<file path="config.mk">
export PLATFORM = sky130hd
export DESIGN_NAME = glm_dot_scheduler_flat
export DESIGN_NICKNAME = d
export VERILOG_FILES = /design/src/rtl/glm_dot_scheduler_if.sv /design/src/rtl/glm_dot_scheduler.sv /design/src/flat_wrapper.sv
export SDC_FILE = /design/constraint.sdc
export NUM_CORES = 1
export LEC_CHECK = 0
export BUFFER_PORTS_ARGS = -buffer_cell sky130_fd_sc_hd__buf_2
export CAP_MARGIN = 20
export CORE_UTILIZATION = 34
export DETAILED_ROUTE_END_ITERATION = 6
export PLACE_DENSITY = 0.61
export SYNTH_ARGS = -nofsm -noshare
export SYNTH_HDL_FRONTEND = slang
export SYNTH_SLANG_ARGS = --single-unit
</file>
<file path="constraint.sdc">
create_clock -name clk -period 2.8 [get_ports clk]
set_input_delay 0.42 -clock clk [delete_from_list [all_inputs] [get_ports clk]]
set_output_delay 0.42 -clock clk [all_outputs]
set_load 0.02 [all_outputs]
</file>
<file path="src/rtl/glm_dot_scheduler_if.sv">
// rtl/glm_dot_scheduler_if.sv - command, operator and status signals of the GLM dot scheduler
//
// slave  : scheduler side (takes commands, drives dot_start/regs, reports status)
// master : environment side (decoder, dot operator, result FIFO occupancy)
//   cmd_*          minibatch command with valid/ready handshake, cmd_abort level
//   dot_start      one-cycle operator start, dot_regs3/dot_regs4 configuration words
//   dot_done       operator completion pulse
//   out_fifo_count dot-result FIFO occupancy
//   busy/done/samples_done  minibatch status
interface glm_dot_scheduler_if #(
    parameter int CNT_W = 10
);
    logic             cmd_valid;
    logic             cmd_ready;
    logic [15:0]      cmd_num_samples;
    logic [15:0]      cmd_lines_per_sample;
    logic [15:0]      cmd_model_offset;
    logic [15:0]      cmd_labels_offset;
    logic [15:0]      cmd_labels_stride;
    logic [1:0]       cmd_flags;
    logic             cmd_abort;
    logic             dot_start;
    logic [31:0]      dot_regs3;
    logic [31:0]      dot_regs4;
    logic             dot_done;
    logic [CNT_W-1:0] out_fifo_count;
    logic             busy;
    logic             done;
    logic [15:0]      samples_done;

    modport slave (
        input  cmd_valid, cmd_num_samples, cmd_lines_per_sample, cmd_model_offset,
               cmd_labels_offset, cmd_labels_stride, cmd_flags, cmd_abort,
               dot_done, out_fifo_count,
        output cmd_ready, dot_start, dot_regs3, dot_regs4, busy, done, samples_done
    );

    modport master (
        output cmd_valid, cmd_num_samples, cmd_lines_per_sample, cmd_model_offset,
               cmd_labels_offset, cmd_labels_stride, cmd_flags, cmd_abort,
               dot_done, out_fifo_count,
        input  cmd_ready, dot_start, dot_regs3, dot_regs4, busy, done, samples_done
    );
endinterface

</file>
<file path="src/rtl/glm_dot_scheduler.sv">
// rtl/glm_dot_scheduler.sv - issues one GLM dot-operator start per minibatch sample
//
// Ports:
//   clk    clock
//   reset  synchronous, active-high
//   bus    glm_dot_scheduler_if.slave: command handshake, operator start/config,
//          operator done, result FIFO occupancy, busy/done/samples_done status
// All outputs are registered.
module glm_dot_scheduler #(
    parameter int OUT_FIFO_DEPTH = 512,
    parameter int CNT_W          = 10,
    parameter int START_GAP      = 2
) (
    input  logic              clk,
    input  logic              reset,
    glm_dot_scheduler_if.slave bus
);
    typedef enum logic [2:0] {
        S_IDLE,
        S_CREDIT,
        S_WAIT,
        S_GAP,
        S_DONE
    } state_t;

    localparam logic [CNT_W-1:0] DEPTH_C  = CNT_W'(OUT_FIFO_DEPTH);
    localparam logic [7:0]       GAP_LAST = 8'(START_GAP - 1);

    state_t      state, state_next;
    logic        cmd_ready_q, dot_start_q, busy_q, done_q, abort_q;
    logic [31:0] regs3_q, regs4_q;
    logic [15:0] samples_done_q, num_q, lines_q, model_q, labels_cur_q, stride_q;
    logic [1:0]  flags_q;
    logic [7:0]  gap_cnt_q;

    logic accept, start, sample_fin, abort_now, credit_ok, sample_last;

    // Only one sample is ever in flight, so a single free slot is enough credit.
    assign credit_ok   = bus.out_fifo_count < DEPTH_C;
    assign abort_now   = abort_q | bus.cmd_abort;
    assign sample_last = (samples_done_q + 16'd1) == num_q;

    always_comb begin
        state_next = state;
        accept     = 1'b0;
        start      = 1'b0;
        sample_fin = 1'b0;
        case (state)
            S_IDLE: begin
                if (bus.cmd_valid && cmd_ready_q) begin
                    accept     = 1'b1;
                    state_next = (bus.cmd_num_samples == 16'd0) ? S_DONE : S_CREDIT;
                end
            end
            S_CREDIT: begin
                if (abort_now) begin
                    state_next = S_DONE;
                end else if (credit_ok) begin
                    start      = 1'b1;
                    state_next = S_WAIT;
                end
            end
            S_WAIT: begin
                // A started sample always runs to completion, abort or not.
                if (bus.dot_done) begin
                    sample_fin = 1'b1;
                    state_next = (sample_last || abort_now) ? S_DONE : S_GAP;
                end
            end
            S_GAP: begin
                if (abort_now) begin
                    state_next = S_DONE;
                end else if (gap_cnt_q == GAP_LAST) begin
                    state_next = S_CREDIT;
                end
            end
            S_DONE:  state_next = S_IDLE;
            default: state_next = S_IDLE;
        endcase
    end

    always_ff @(posedge clk) begin
        if (reset) begin
            state          <= S_IDLE;
            cmd_ready_q    <= 1'b0;
            dot_start_q    <= 1'b0;
            busy_q         <= 1'b0;
            done_q         <= 1'b0;
            abort_q        <= 1'b0;
            regs3_q        <= 32'd0;
            regs4_q        <= 32'd0;
            samples_done_q <= 16'd0;
            num_q          <= 16'd0;
            lines_q        <= 16'd0;
            model_q        <= 16'd0;
            labels_cur_q   <= 16'd0;
            stride_q       <= 16'd0;
            flags_q        <= 2'd0;
            gap_cnt_q      <= 8'd0;
        end else begin
            state       <= state_next;
            // Ready drops for the first IDLE cycle after reset or DONE.
            cmd_ready_q <= (state == S_IDLE) && !accept;
            dot_start_q <= start;
            done_q      <= (state == S_DONE);
            gap_cnt_q   <= (state == S_GAP) ? gap_cnt_q + 8'd1 : 8'd0;

            if (state == S_DONE) begin
                busy_q  <= 1'b0;
                abort_q <= 1'b0;
            end else if (state != S_IDLE && bus.cmd_abort) begin
                abort_q <= 1'b1;
            end

            if (accept) begin
                num_q          <= bus.cmd_num_samples;
                lines_q        <= bus.cmd_lines_per_sample;
                model_q        <= bus.cmd_model_offset;
                labels_cur_q   <= bus.cmd_labels_offset;
                stride_q       <= bus.cmd_labels_stride;
                flags_q        <= bus.cmd_flags;
                samples_done_q <= 16'd0;
                busy_q         <= 1'b1;
                abort_q        <= 1'b0;
            end

            // Config words change only at a start, so they hold until the next one.
            if (start) begin
                regs3_q <= {14'd0, flags_q, lines_q};
                regs4_q <= {labels_cur_q, model_q};
            end

            if (sample_fin) begin
                samples_done_q <= samples_done_q + 16'd1;
                labels_cur_q   <= labels_cur_q + stride_q;
            end
        end
    end

    assign bus.cmd_ready    = cmd_ready_q;
    assign bus.dot_start    = dot_start_q;
    assign bus.dot_regs3    = regs3_q;
    assign bus.dot_regs4    = regs4_q;
    assign bus.busy         = busy_q;
    assign bus.done         = done_q;
    assign bus.samples_done = samples_done_q;
endmodule

</file>
<file path="src/flat_wrapper.sv">
// flat-port wrapper written by rule: the top's interface ports become plain ports
module glm_dot_scheduler_flat 
#(
    parameter int OUT_FIFO_DEPTH = 512,
    parameter int CNT_W          = 10,
    parameter int START_GAP      = 2
)
  (clk, reset, bus_cmd_valid, bus_cmd_num_samples, bus_cmd_lines_per_sample, bus_cmd_model_offset, bus_cmd_labels_offset, bus_cmd_labels_stride, bus_cmd_flags, bus_cmd_abort, bus_dot_done, bus_out_fifo_count, bus_cmd_ready, bus_dot_start, bus_dot_regs3, bus_dot_regs4, bus_busy, bus_done, bus_samples_done);
  glm_dot_scheduler_if #(.CNT_W(CNT_W)) bus_i ();
  input  logic clk;
  input  logic reset;
  input wire logic [$bits(bus_i.cmd_valid)-1:0] bus_cmd_valid;
  input wire logic [$bits(bus_i.cmd_num_samples)-1:0] bus_cmd_num_samples;
  input wire logic [$bits(bus_i.cmd_lines_per_sample)-1:0] bus_cmd_lines_per_sample;
  input wire logic [$bits(bus_i.cmd_model_offset)-1:0] bus_cmd_model_offset;
  input wire logic [$bits(bus_i.cmd_labels_offset)-1:0] bus_cmd_labels_offset;
  input wire logic [$bits(bus_i.cmd_labels_stride)-1:0] bus_cmd_labels_stride;
  input wire logic [$bits(bus_i.cmd_flags)-1:0] bus_cmd_flags;
  input wire logic [$bits(bus_i.cmd_abort)-1:0] bus_cmd_abort;
  input wire logic [$bits(bus_i.dot_done)-1:0] bus_dot_done;
  input wire logic [$bits(bus_i.out_fifo_count)-1:0] bus_out_fifo_count;
  output wire logic [$bits(bus_i.cmd_ready)-1:0] bus_cmd_ready;
  output wire logic [$bits(bus_i.dot_start)-1:0] bus_dot_start;
  output wire logic [$bits(bus_i.dot_regs3)-1:0] bus_dot_regs3;
  output wire logic [$bits(bus_i.dot_regs4)-1:0] bus_dot_regs4;
  output wire logic [$bits(bus_i.busy)-1:0] bus_busy;
  output wire logic [$bits(bus_i.done)-1:0] bus_done;
  output wire logic [$bits(bus_i.samples_done)-1:0] bus_samples_done;
  assign bus_i.cmd_valid = bus_cmd_valid;
  assign bus_i.cmd_num_samples = bus_cmd_num_samples;
  assign bus_i.cmd_lines_per_sample = bus_cmd_lines_per_sample;
  assign bus_i.cmd_model_offset = bus_cmd_model_offset;
  assign bus_i.cmd_labels_offset = bus_cmd_labels_offset;
  assign bus_i.cmd_labels_stride = bus_cmd_labels_stride;
  assign bus_i.cmd_flags = bus_cmd_flags;
  assign bus_i.cmd_abort = bus_cmd_abort;
  assign bus_i.dot_done = bus_dot_done;
  assign bus_i.out_fifo_count = bus_out_fifo_count;
  assign bus_cmd_ready = bus_i.cmd_ready;
  assign bus_dot_start = bus_i.dot_start;
  assign bus_dot_regs3 = bus_i.dot_regs3;
  assign bus_dot_regs4 = bus_i.dot_regs4;
  assign bus_busy = bus_i.busy;
  assign bus_done = bus_i.done;
  assign bus_samples_done = bus_i.samples_done;
  glm_dot_scheduler #(.OUT_FIFO_DEPTH(OUT_FIFO_DEPTH), .CNT_W(CNT_W), .START_GAP(START_GAP)) u_core (.clk(clk), .reset(reset), .bus(bus_i));
endmodule
</file>
[After elaboration in Yosys (flattened, before gate mapping)]
Cells that the tools add are included.
Storage, ports and cells
  register bits after elaboration: 164
  bits of input ports: 97
Cells by class
  $add $sub $neg: 3
  eq/ne operators: 10
  bitwise operators: 2
  mux-type cells: 22
  $lt $le $gt $ge: 1
  reduce and logical (&&, ||, !) cells: 13
Operator list (count)
  $mux W16: 4
  $mux W3: 8
  $add A16 B1 Y16 const B: 1
  $add A16 B16 Y16: 1
  $eq A16 B16 Y1: 1
  $logic_not A16 Y1: 1
  $pmux W3 S4: 1
  $lt A10 B10 Y1 const B: 1
  $mux W1: 9
  $add A8 B1 Y8 const B: 1
  $eq A8 B1 Y1 const B: 1
  $eq A3 B2 Y1 const B: 2
  $ne A3 B1 Y1 const B: 2
  $reduce_and A4 Y1: 1
  $reduce_bool A2 Y1: 2
  $eq A3 B1 Y1 const B: 1
  $eq A3 B3 Y1 const B: 1
  $logic_and A1 B1 Y1: 3
  $logic_not A3 Y1: 1
  $reduce_bool A3 Y1: 1
  $reduce_or A3 Y1: 1
  $ne A2 B1 Y1 const B: 1
  $ne A2 B2 Y1 const B: 1
  $reduce_or A2 Y1: 1
  4 further kinds: 4

[Longest topological paths before layout]
  word-level depth: 6
  gate-level depth with buffers: 10
  gate-level depth less buffers: 10

[Worst setup path before layout]
OpenSTA, ideal clock, no wires.
  path kind: register to register
  from: reg u_core.samples_done_q[0], in the netlist u_core.bus.samples_done[0]
  to: reg u_core.state[0]
  arrival time: 2353 ps
  path slack: 313 ps
  cell stages (with the launch flop): 10
  library setup time: 134 ps
  data required time: 2666 ps
  cells stage by stage: dfxtp_1 ha_1 and4_1 buf_2 nand3_1 a21boi_0 o211ai_1 or4_4 o31ai_1 o22ai_1
Between the ends
  cells in the longest elaborated chain, start to end: 6
RTL lines
  start: declaration: line glm_dot_scheduler.sv:32  | logic [15:0] samples_done_q, num_q, lines_q, model_q, labels_cur_q, stride_q;
  start signal: assignment: line glm_dot_scheduler.sv:134  | samples_done_q <= samples_done_q + 16'd1;
  $add A16 B1 Y16: line glm_dot_scheduler.sv:41  | assign sample_last = (samples_done_q + 16'd1) == num_q;
  $eq A16 B16 Y1: line glm_dot_scheduler.sv:41
  $logic_or A1 B1 Y1: line glm_dot_scheduler.sv:67  | state_next = (sample_last || abort_now) ? S_DONE : S_GAP;
  $mux W3: line glm_dot_scheduler.sv:67
  $mux W3: line glm_dot_scheduler.sv:65  | if (bus.dot_done) begin
  $pmux W3 S4: line glm_dot_scheduler.sv:48  | case (state)
  end signal: assignment: line glm_dot_scheduler.sv:101  | state <= state_next;
  end: declaration: line glm_dot_scheduler.sv:29  | state_t state, state_next;
No other way between the ends. The select of a mux whose other input is x is not followed.
A chain may end at the register's enable or synchronous reset.

[Worst setup path after layout]
  from: reg u_core.samples_done_q[1], in the netlist u_core.bus.samples_done[1]
  to: reg u_core.state[0]
Same word-level chain as after synthesis.

==> results.yml <==
logic_synthesis:
  synth_cells: 985
  syn-cell-area_um2: 7537
  yosys_warnings: 0
  synth_area_leaders: "dfxtp_1, nand2_1, a21oi_1"
  ys_types: 63
  async_flop_share_pct: 0
  netlist_top_cells_count: "nand2_1, dfxtp_1, a21oi_1"
  yosysSeqAreaShare_pct: 43.56
  yosys.area.top_type: "dfxtp_1"
  synth_ff_type: "dfxtp_1"
  yosys.cell_count.top_type: "nand2_1"
  synth_seq_cells: 164
  netlist.area_leader.share_pct: 43.56
  syn_area_per_cell_um2: 7.652
  synth_edf_count: 0
worst_setup_path:
  critPathCaptureType: "flip-flop"
  cp_slowest_cell: "or4_4"
  path_class: "flip-flop to flip-flop"
  cp_max_fo: 8
  cp_slowest_stage_delay_ns: 0.45
  cp-start-kind: "flip-flop"
  critPathArrivalTime_ns: 2.82
  crit_chain: "ha_1 -> and4_1 -> nand3_1 -> a21boi_0 -> o211ai_1 -> or4_4 -> o31ai_1 -> o22ai_1"
  cp.required_ns: 3.10
placed_design:
  pre_cts_slack_ns: 0.2048
  place_area_um2: 8567
  dp_hpwl_um: 13970
  portBuffers: 157
  place_congestion: 0.8274
floorplanning:
  dieWidth_um: 150.9
  rows: 54
  core_um2: 21760
  start_util_pct: 34.64
  dieArea_um2: 22770
  fp.dieH_um: 150.9
  ioPinCount: 181
cells_and_area:
  multi_input_area_um2: 3916
  final_nets: 1231
  fill_cells: 2253
  final_area_um2: 9210
  regArea_um2: 3283
  syn2layout_area_growth_pct: 22.19
  final_util_pct: 42.33
  drive_gt1_share_pct: 20.21
timing:
  fmax_mhz: 396.2
  period_share_pct: 90.14
  setup_ws_ns: 0.2760
  setup_tns_ns: 0
  slew_violations: 0
  setup_violations: 0
  maxSlewHeadroom_pct: 47.03
  finalCriticalPeriod_ns: 2.524
  hold_viol_final: 0
  fin_skew_ns: 0.01282
  tightest_slew_ns: 0.7916
  finalHoldWorstSlack_ns: 0.2011
clocking:
  cts_setup_buffers: 0
  numClockSinks: 164
  cts_tree: "built"
  htree_levels: 4
  path_clk_slew_ns: 0.08
  clock_latency_ns: 0.44
  hold_buffers: 0
  cts_buffers: 17
  cts_root_buffer: "clkbuf_16"
  cts.repair.resized: 0
  cts_buffer_depth: 2
run:
  cap_violations: 0
power:
  ir_worst_vdd_v: 0.0003761
  p_per_area_nw_per_um2: 613.6
  p_leak_nw: 3.737
grt:
  grtUsageTotal_pct: 18.43
  grt_pass1_vias: 6473
  grt_pass1_wl_um: 32830
  antenna_found_initial: 2
  grt_max_degree: 57
  overflow: 0
detailed_routing:
  routed_via_density: 4.970
  dr.first_iter.drc_count: 357
  wl_um: 20500
  ant_nets: 0
  wl_per_cell_um: 14.54
  drc: 0
  drtPass1Iterations: 4
  num_vias: 7007
run_status:
  status: "completed"
min_path:
  hp-class: "input port to flip-flop"
==> critical path, delay by kind of cell (launching register included) <==
kind	cells	cell delay (ns)
DFF	1	0.34
adders and majority gates	1	0.25
AOI/OAI and AO/OA	4	0.74
and+or+nand+nor	3	1.07
==> final timing paths <==
kind                         startpoint                        to  slack (ns)  depth (start not counted)
max reg2reg  u_core.bus.samples_done[1]           u_core.state[0]        0.28                          8
max          u_core.bus.samples_done[1]           u_core.state[0]        0.28                          8
min             bus_cmd_model_offset[6]         u_core.model_q[6]        0.20                          3
min reg2reg           u_core.flags_q[1]  u_core.bus.dot_regs3[17]        0.45                          2
==> final cells by class <==
cell class | instances | area share (%)
sequential | 164 | 35.65
clock inverter | 15 | 2.242
multi-input combinational | 742 | 42.52
clock buffer | 17 | 4.619
tap | 280 | 3.804
inverter | 10 | 0.4076
timing repair buffer | 180 | 10.71
antenna | 2 | 0.05434
==> state kept, by name, indices dropped and copies added (netlist names) <==
register / cells
u_core.state: 3
u_core.flags_q: 2
u_core.labels_cur_q: 16
u_core.bus.cmd_ready: 1
u_core.gap_cnt_q: 8
u_core.bus.done: 1
u_core.bus.dot_start: 1
u_core.bus.samples_done: 16
u_core.bus.busy: 1
u_core.abort_q: 1
u_core.lines_q: 16
u_core.bus.dot_regs3: 18
u_core.bus.dot_regs4: 32
u_core.stride_q: 16
u_core.num_q: 16
u_core.model_q: 16
==> per-layer routing <==
metal	vias up	track usage (%)	part of all wire [%]
met4	0	4.950	0.90
li1	3594	-	-
met2	146	28.26	43
met3	13	6.024	7.0
met5	-	0	0
met1	3254	24.67	49
==> logic make-up after synthesis <==
group                      Yosys count  share of synthesized area [%]
adders and majority gates           19                          3.254
AOI/OAI and AO/OA                  230                          17.60
DFF                                164                          43.56
muxes                                7                         0.9462
and+or+nand+nor                    441                          25.45
other                                1                        0.04975
xor gates and xnor gates            31                          3.602
buffers and inverters               92                          5.545
==> stage by stage <==
step	power [mW]	cells
3_5_place_dp	3.297	1376
5_1_grt	5.931	1409
4_1_cts	5.735	1408
6_report	5.651	1410
2_1_floorplan	3.061	998
3_3_place_gp	3.286	1376
==> cell usage in the layout, fill, tap and decap left out, drive strengths merged, types with 7 or more instances in the layout <==
cell / count
clkinv: 10
conb: 14
nand2: 286
xnor2: 17
nand3: 21
a21oi: 151
inv: 15
clkbuf: 17
ha: 18
xor2: 14
a31oi: 7
nor3: 13
buf: 180
dfxtp: 164
and3: 7
nor2: 57
nor4: 10
a311oi: 8
o21ai: 20
==> power breakdown <==
part,leakage (nW),switching [mW],internal (mW),total [mW]
clock,0.303,1.18,1.23,2.41
sequential,1.33,0.0856,2.44,2.53
combinational,2.11,0.453,0.258,0.711
total,3.74,1.72,3.93,5.65
Note: power is estimated with default switching activity, not from simulation.
